<file path="src/rtl/lut_sweep_capture.sv">
// Sweeps every input vector into a combinational function block and captures
// its output F into a 2^N_IN-bit truth table, with a minterm count.
module lut_sweep_capture #(
  parameter int N_IN   = 5,
  parameter int SETTLE = 1
) (
  input  logic                  clk,
  input  logic                  rst,
  input  logic                  start,
  input  logic                  abort,
  input  logic                  F,
  output logic [N_IN-1:0]       stim,
  output logic                  busy,
  output logic                  done,
  output logic [(1<<N_IN)-1:0]  tt,
  output logic                  tt_valid,
  output logic [N_IN:0]         ones
);

  localparam int DEPTH = 1 << N_IN;
  localparam int CNT_W = (SETTLE > 0) ? $clog2(SETTLE + 1) : 1;
  localparam logic [CNT_W-1:0] CNT_LAST  = CNT_W'(SETTLE);
  localparam logic [N_IN-1:0]  STIM_LAST = N_IN'(DEPTH - 1);

  typedef enum logic [1:0] {S_IDLE, S_SWEEP, S_DONE} state_t;

  state_t           r_state;
  logic [CNT_W-1:0] r_cnt;
  logic             w_sample;
  logic             w_last;

  assign w_sample = (r_cnt == CNT_LAST);
  assign w_last   = (stim == STIM_LAST);

  always_ff @(posedge clk or posedge rst) begin
    if (rst) begin
      r_state  <= S_IDLE;
      r_cnt    <= '0;
      stim     <= '0;
      busy     <= 1'b0;
      done     <= 1'b0;
      tt       <= '0;
      tt_valid <= 1'b0;
      ones     <= '0;
    end else begin
      case (r_state)
        S_IDLE: begin
          done <= 1'b0;
          if (start) begin
            r_state  <= S_SWEEP;
            busy     <= 1'b1;
            tt       <= '0;
            ones     <= '0;
            tt_valid <= 1'b0;
            stim     <= '0;
            r_cnt    <= '0;
          end
        end
        S_SWEEP: begin
          // abort wins over a coincident final sample: nothing is captured
          if (abort) begin
            r_state  <= S_IDLE;
            busy     <= 1'b0;
            stim     <= '0;
            r_cnt    <= '0;
            tt_valid <= 1'b0;
          end else if (w_sample) begin
            tt[stim] <= F;
            ones     <= ones + (N_IN + 1)'(F);
            r_cnt    <= '0;
            if (w_last) begin
              r_state  <= S_DONE;
              stim     <= '0;
              busy     <= 1'b0;
              done     <= 1'b1;
              tt_valid <= 1'b1;
            end else begin
              stim <= stim + 1'b1;
            end
          end else begin
            r_cnt <= r_cnt + 1'b1;
          end
        end
        S_DONE: begin
          done    <= 1'b0;
          r_state <= S_IDLE;
        end
        default: begin
          r_state <= S_IDLE;
          busy    <= 1'b0;
          done    <= 1'b0;
        end
      endcase
    end
  end

endmodule
</file>
<file path="config.mk">
export PLATFORM = sky130hd
export DESIGN_NAME = lut_sweep_capture
export DESIGN_NICKNAME = d
export VERILOG_FILES = /design/src/rtl/lut_sweep_capture.sv
export SDC_FILE = /design/constraint.sdc
export NUM_CORES = 1
export LEC_CHECK = 0
export BUFFER_PORTS_ARGS = -buffer_cell sky130_fd_sc_hd__buf_2
export CORE_MARGIN = 4
export CORE_UTILIZATION = 48
export DETAILED_ROUTE_END_ITERATION = 7
export GPL_TIMING_DRIVEN = 0
export HOLD_SLACK_MARGIN = 0.05
export PLACE_DENSITY = 0.7
export SYNTH_ARGS = -nofsm -noshare
export SYNTH_HDL_FRONTEND = slang
export SYNTH_SLANG_ARGS = --single-unit
export TNS_END_PERCENT = 1
</file>
<file path="constraint.sdc">
create_clock -name clk -period 4.2 [get_ports clk]
set_input_delay 1.05 -clock clk [delete_from_list [all_inputs] [get_ports clk]]
set_output_delay 1.05 -clock clk [all_outputs]
set_load 0.1 [all_outputs]
</file>
==> results of run 1 <==
[cells in the mapped netlist, types with 7 or more instances]
cell                       count  area [µm²]
sky130_fd_sc_hd__o211ai_1     18         135
sky130_fd_sc_hd__ha_1          7        87.6
sky130_fd_sc_hd__dfrtp_1      49        1230
sky130_fd_sc_hd__inv_1         8        30.0
sky130_fd_sc_hd__clkbuf_1      9        33.8
sky130_fd_sc_hd__o21ai_0       8        40.0
sky130_fd_sc_hd__mux2i_1      21         210
sky130_fd_sc_hd__buf_6         9         101
sky130_fd_sc_hd__nor4bb_1      8        80.1
sky130_fd_sc_hd__a32o_1       14         140
sky130_fd_sc_hd__nand2_1      28         105
sky130_fd_sc_hd__o22ai_1      15        93.8
[layer usage]
layer / share of wire / GRT usage
met5: 0 / 0
met4: 0.0089 / 0.0446
met3: 0.046 / 0.0471
met2: 0.48 / 0.308
met1: 0.47 / 0.251
[per-stage QoR]
stage,power [mW],instance area [µm²]
2_1_floorplan,1.02,2800
3_3_place_gp,1.13,3140
3_5_place_dp,1.14,3160
4_1_cts,1.40,3240
5_1_grt,1.47,3240
6_report,1.39,3240
[layout make-up]
type / count / area (µm²) / area share
clock buffers: 8 / 80.1 / 0.0247
well taps: 72 / 90.1 / 0.0278
repair buffers: 51 / 270 / 0.0833
flip-flops and latches: 49 / 1230 / 0.378
plain buffers: 26 / 180 / 0.0555
inverters: 8 / 30.0 / 0.00926
multi-input cells: 181 / 1370 / 0.422
[sequential cells by signal, indices dropped and copies added, names as in the netlist]
| signal | cells |
|---|---|
| tt | 32 |
| ones | 6 |
| stim | 5 |
| r_state | 2 |
| busy | 1 |
| done | 1 |
| r_cnt | 1 |
| tt_valid | 1 |
[final timing paths]
check | to | depth (start not counted)
hold reg to reg | tt[9]$_DFFE_PP0P_ | 1
min in group asynchronous | tt[31]$_DFFE_PP0P_ | 2
setup / recovery | tt_valid$_DFFE_PP0P_ | 7
hold / removal | tt[9]$_DFFE_PP0P_ | 1
setup reg to reg | tt_valid$_DFFE_PP0P_ | 7
max in group asynchronous | tt[21]$_DFFE_PP0P_ | 3
[power by group]
part	internal, mW	total, mW	leakage (nW)	switching [mW]
clock network	0.119	0.268	0.0395	0.149
registers	0.504	0.536	0.676	0.0328
logic	0.166	0.588	0.909	0.422
total	0.788	1.39	1.62	0.604
[kinds of logic (layout without fill, tap and decap cells)]
logic type | after synthesis | in the layout | synth area share
AO/OA/AOI/OAI | 68 | 68 | 0.184
adder cells (fa/ha/maj) | 7 | 7 | 0.0312
buffers and inverters | 34 | 93 | 0.0750
flip-flops | 49 | 49 | 0.437
multiplexers | 23 | 23 | 0.0830
AND/OR/NAND/NOR | 83 | 83 | 0.190
==> metrics.log, run 1 <==
[metrics] maximum resistive drop on vdd: ~260 µV
[metrics] worst hold-check slack: 497 ps
[metrics] Max Clk Rate: around 0.4 GHz
[metrics] minimum clock period: ~2500 ps
[metrics] startpoint type of the worst setup path: flip-flop
[metrics] longest individual stage delay on the worst path: 450 ps
[metrics] cts-stage hold buffer count: 0
[metrics] Final Hold Vio Count: 0
[metrics] Tot GR Track Use: 0.188
[metrics] die boundary height: between 80 and 90 µm
[metrics] Post-Syn Area per Cell: between 10 and 15 µm²
[metrics] TritonCTS clock tree: done
[metrics] total number of vias: 2286
[metrics] maximum capacitance violations: 0
[metrics] class of the tightest hold or removal check: flip-flop to flip-flop
[metrics] HPWL reported at the end of detailed placement: between 4000 and 5000 µm
[metrics] final clock period utilization by the worst path: 0.588
[metrics] clock-pin transition on the worst setup and hold timing paths: 90 ps
[metrics] Slowest-stage cell, CP: sky130_fd_sc_hd__dfrtp_1
[metrics] critical hold path startpoint: tt[9]$_DFFE_PP0P_
[metrics] initial antenna violation count: 0
[metrics] number of violations reported at the end of detailed-routing iteration 0: 98
[metrics] final setup TNS: 0 ps
[metrics] leak pwr: roughly 1.6 nW
[metrics] cell-by-cell listing of the critical path: ha_1 > clkbuf_1 > and3_1 > ha_1 > nand2_1 > a21oi_1 > mux2_2
[metrics] distinct cell type count after synthesis: 45
[metrics] DIE AREA: 7130 µm²
[metrics] count of buffering cells on the critical path with inverters included: 1
[metrics] Pre-Repair DR Iteration Count: 4
[metrics] number of flops mapped to enable cells by yosys: 0
[metrics] clock latency at the later pin of the worst-skew pair: 300 ps
[metrics] leading cell types in the layout, fill and taps excluded: sky130_fd_sc_hd__buf_2 (56), sky130_fd_sc_hd__dfrtp_1 (49), sky130_fd_sc_hd__nand2_1 (28)
[metrics] CTS max path bufs: 2
[metrics] #FFs+latches synth: between 40 and 50
[metrics] die width: between 80 and 90 µm
[metrics] wire length of the first global-routing pass: between 10000 and 15000 µm
[metrics] maximum number of pins on one net before global-route repair: 30
[metrics] worst slew margin relative to its limit: 0.534
[metrics] area growth from synthesis to layout: 15.7%
[metrics] detail-routed net length per standard cell: approximately 16 µm
[metrics] fill cell count: 516
[metrics] post-synthesis sequential area ratio: 0.437
[metrics] Placed Cells: roughly 390
[metrics] outcome: finished, final reports clean
[metrics] total nets after synthesis: 276
[metrics] count of final setup violators: 0
[metrics] yosys warns: 0
[metrics] number of levels the H-tree was split into: 2
[metrics] Final Slew Violations: 0
[metrics] total I/O pin count: a little over 50
[metrics] largest fanout on the critical path: 10
[metrics] antenna cell count: 0
[metrics] worst slack at placement: roughly 1700 ps
[metrics] final net count: approximately 330
[metrics] Residual DRC: 0
[metrics] Top FF cell, synth: sky130_fd_sc_hd__dfrtp_1
[metrics] slew at the pin closest to its max-slew limit: approximately 700 ps
[metrics] combined area of all synthesized cells: between 2000 and 3000 µm²
[metrics] Critical path origin: stim[0]$_DFFE_PP0P_
[metrics] TritonCTS sink count: 49
[metrics] proportion of layout cells with a drive suffix above 1: 0.254
[metrics] Crit path max-delay family: flip-flops
[metrics] number of CTS-inserted buffers: 5
[metrics] Power Density: ~430 nW/µm²
[metrics] number of global-route vias before repair: approximately 2200
[metrics] maximum clock skew at final layout: roughly 6.5 ps
[metrics] crit path DAT: approximately 2700 ps
[metrics] most frequent CP cell: sky130_fd_sc_hd__ha_1
[metrics] Congestion Overflow GR: 0
[metrics] kind of end point of the critical path: flip-flop
[metrics] standard cell core area: between 5000 and 6000 µm²
[metrics] root buf cell: sky130_fd_sc_hd__clkbuf_8
[metrics] post-synthesis cell count: approximately 260
[metrics] Setup Buffers After CTS: 0
[metrics] number of routed nets with antenna violations: 0
[metrics] worst reg-to-reg setup slack: 1730 ps
[metrics] effective utilization at floorplan: 0.503
[metrics] worst reg2reg startpoint: stim[0]$_DFFE_PP0P_
[metrics] Critical Path RT: 4390 ps
[metrics] Worst Path Class, Setup: flip-flop to flip-flop
[metrics] number of standard-cell rows in the floorplan: 27
[metrics] per-cell via count in the routed design: 5.79
[metrics] final weighted congestion of routability-driven global placement: approximately 0.84
[metrics] core utilization of the finished layout: 0.582
[metrics] final instance count without filler cells: 395
[metrics] asr flop ratio synth: 1.00
[metrics] number of input and output port buffers inserted: 50
[metrics] setup slack of the critical path after layout: 1730 ps
[metrics] routed wire length: between 6000 and 7000 µm
[metrics] RSZ-0062 raised after global routing: false
[metrics] most common cell after layout, fill and taps aside: sky130_fd_sc_hd__buf_2
[metrics] Resized cells post-CTS: 0
No activity file was read; power rests on OpenSTA's default activity.
==> run 2: changes to the inputs <==
==> constraint.sdc (replaced) <==
create_clock -name clk -period 2.6 [get_ports clk]
set_input_delay 0.65 -clock clk [delete_from_list [all_inputs] [get_ports clk]]
set_output_delay 0.65 -clock clk [all_outputs]
set_load 0.1 [all_outputs]
==> run 2 against run 1 <==
First-iteration DRC count shrank 6.1%. Die area is the same. Largest cell class unchanged. Critical endpoint unchanged. Clock-buffer cell count shrank 2. Highest routed layer unchanged. Maximum frequency grew 2.4%. Cell area grew 0.15%. Wire length grew 2.4%. Combinational power grew 63%.
==> metrics.log, run 2 (synthesis results as in run 1) <==
[metrics] Regs by FF count: tt: 32 flops, ones: 6 flops, stim: 5 flops
[metrics] final net count: 334 (unchanged)
[metrics] CTS max path bufs: 2 (unchanged)
[metrics] number of global-route vias before repair: 2258 (+0.40%)
[metrics] clock-pin transition on the worst setup and hold timing paths: 90 ps (about the same)
[metrics] effective utilization at floorplan: 0.503 (unchanged)
[metrics] total I/O pin count: 51 (unchanged)
[metrics] leading cell types in the layout, fill and taps excluded: sky130_fd_sc_hd__buf_2 (56), sky130_fd_sc_hd__dfrtp_1 (47), sky130_fd_sc_hd__nand2_1 (28)
[metrics] Setup Buffers After CTS: 0 (unchanged)
[metrics] Worst Path Class, Setup: flip-flop to flip-flop
[metrics] final clock period utilization by the worst path: 0.928 (+0.340)
[metrics] Placed Cells: 387 (unchanged)
[metrics] post-route total power: 2.27 mW (+63%)
[metrics] Tot GR Track Use: 0.190 (+0.00251)
[metrics] detail-routed net length per standard cell: 16.6 µm (+2.4%)
[metrics] maximum number of pins on one net before global-route repair: 29 (-3.3%)
[metrics] RSZ-0062 raised after global routing: false
[metrics] kind of end point of the critical path: flip-flop
[metrics] Final Hold Vio Count: 0 (unchanged)
[metrics] Power Density: 697 nW/µm² (+62%)
[metrics] startpoint type of the worst setup path: flip-flop
[metrics] crit path DAT: 2610 ps (-50 ps)
[metrics] proportion of layout cells with a drive suffix above 1: 0.266 (+0.0124)
[metrics] outcome: finished, final reports clean
[metrics] number of levels the H-tree was split into: 2 (unchanged)
[metrics] HPWL reported at the end of detailed placement: 4720 µm (+1.3%)
[metrics] antenna cell count: 0 (unchanged)
[metrics] worst slew margin relative to its limit: 0.551 (+0.0174)
[metrics] TritonCTS sink count: 49 (unchanged)
[metrics] core utilization of the finished layout: 0.583 (+0.000898)
[metrics] setup slack of the critical path after layout: 187 ps (-1540 ps)
[metrics] number of routed nets with antenna violations: 0 (unchanged)
[metrics] most common cell after layout, fill and taps aside: sky130_fd_sc_hd__buf_2
[metrics] max reg flops: 32 (unchanged)
[metrics] root buf cell: sky130_fd_sc_hd__clkbuf_8
[metrics] minimum clock period: 2410 ps (-56.8 ps)
[metrics] initial antenna violation count: 0 (unchanged)
[metrics] fill cell count: 521 (+0.97%)
[metrics] TritonCTS clock tree: done
[metrics] die width: 84.4 µm (unchanged)
[metrics] Pre-Repair DR Iteration Count: 4 (unchanged)
[metrics] slew at the pin closest to its max-slew limit: 672 ps (-26.0 ps)
[metrics] number of violations reported at the end of detailed-routing iteration 0: 92 (-6.1%)
[metrics] count of final setup violators: 0 (unchanged)
[metrics] worst slack at placement: 219 ps (-1530 ps)
[metrics] maximum clock skew at final layout: 3.81 ps (-2.65 ps)
[metrics] Resized cells post-CTS: 0 (unchanged)
[metrics] total number of vias: 2322 (+1.6%)
[metrics] maximum capacitance violations: 0 (unchanged)
[metrics] Final Slew Violations: 0 (unchanged)
[metrics] Critical Path RT: 2790 ps (-1600 ps)
[metrics] class of the tightest hold or removal check: primary input to asynchronous set/reset pin
[metrics] number of input and output port buffers inserted: 50 (unchanged)
[metrics] Residual DRC: 0 (unchanged)
[metrics] clock latency at the later pin of the worst-skew pair: 300 ps (about the same)
[metrics] leak pwr: 1.63 nW (+0.15%)
[metrics] routed wire length: 6570 µm (+2.4%)
[metrics] final setup TNS: 0 ps (unchanged)
[metrics] final instance count without filler cells: 395 (unchanged)
[metrics] Congestion Overflow GR: 0 (unchanged)
[metrics] maximum resistive drop on vdd: 503 µV (+97%)
[metrics] per-cell via count in the routed design: 5.88 (+1.6%)
[metrics] area growth from synthesis to layout: 15.9%
[metrics] standard cell core area: 5570 µm² (unchanged)
[metrics] number of standard-cell rows in the floorplan: 27 (unchanged)
[metrics] DIE AREA: 7130 µm² (unchanged)
[metrics] die boundary height: 84.4 µm (unchanged)
[metrics] number of CTS-inserted buffers: 5 (unchanged)
[metrics] final weighted congestion of routability-driven global placement: 0.841 (-0.17%)
[metrics] register containing the most flip-flops in the final layout: tt
[metrics] Max Clk Rate: 0.414 GHz (+2.4%)
[metrics] wire length of the first global-routing pass: 11000 µm (+0.57%)
[metrics] cts-stage hold buffer count: 0 (unchanged)
[metrics] largest fanout on the critical path: 10 (unchanged)
[run 2: changes by cell type in the layout (fill, tap and decap cells not counted), sizes merged]
cell / before / now
clkinv: 0 / 2
clkbuf: 17 / 15
[run 2: metrics by stage]
stage	cell area (µm²)	hold slack [ps]
final	3250	353
after global routing	3250	371
after CTS	3250	364
after detailed placement	3170	475
after global placement	3150	469
after floorplan	2810	576
[run 2: worst paths after layout]
| kind | from | endpoint | slack [ps] | cells after the start |
|---|---|---|---|---|
| worst max-delay path | stim[1]$_DFFE_PP0P_ | tt_valid$_DFFE_PP0P_ | 190 | 7 |
| max in group asynchronous | rst | ones[2]$_DFFE_PP0P_ | 1740 | 3 |
| worst min-delay path | rst | tt[7]$_DFFE_PP0P_ | 350 | 2 |
| min in group clk | done$_DFFE_PP0P_ | done$_DFFE_PP0P_ | 490 | 1 |
| worst min register to register | done$_DFFE_PP0P_ | done$_DFFE_PP0P_ | 490 | 1 |
| worst max register to register | stim[1]$_DFFE_PP0P_ | tt_valid$_DFFE_PP0P_ | 190 | 7 |
[run 2: cell type report]
class                   instances  area (µm²)  share of cell area
clock buffers                   6        72.6              0.0223
plain buffers                  26         180              0.0554
well taps                      72        90.1              0.0277
flip-flops and latches         49        1230               0.378
multi-input cells             181        1370               0.421
inverters                       8        30.0             0.00924
repair buffers                 51         270              0.0832
clock inverters                 2        10.0             0.00308
[run 2: per-layer routing]
layer | vias up | wire length (µm) | share of wire | GRT usage
met4 | 0 | 94 | 0.014 | 0.0676
met2 | 73 | 3060 | 0.47 | 0.301
met5 | - | 0 | 0 | 0
met1 | 1124 | 3090 | 0.47 | 0.260
li1 | 1117 | - | - | -
met3 | 8 | 321 | 0.049 | 0.0393
[run 2: critical path, cell delays in order (launching register included)]
cell and delay [ps]:
sky130_fd_sc_hd__dfrtp_2 430, sky130_fd_sc_hd__ha_1 210, sky130_fd_sc_hd__clkbuf_1 450, sky130_fd_sc_hd__and3_1 230
sky130_fd_sc_hd__ha_1 160, sky130_fd_sc_hd__nand2_1 120, sky130_fd_sc_hd__a21oi_1 320, sky130_fd_sc_hd__mux2_2 370
[run 2: where the power goes]
part | internal (mW) | leakage, nW | switching (mW) | total, mW
clock | 0.187 | 0.0450 | 0.248 | 0.434
combinational | 0.270 | 0.909 | 0.688 | 0.958
sequential | 0.816 | 0.673 | 0.0570 | 0.873
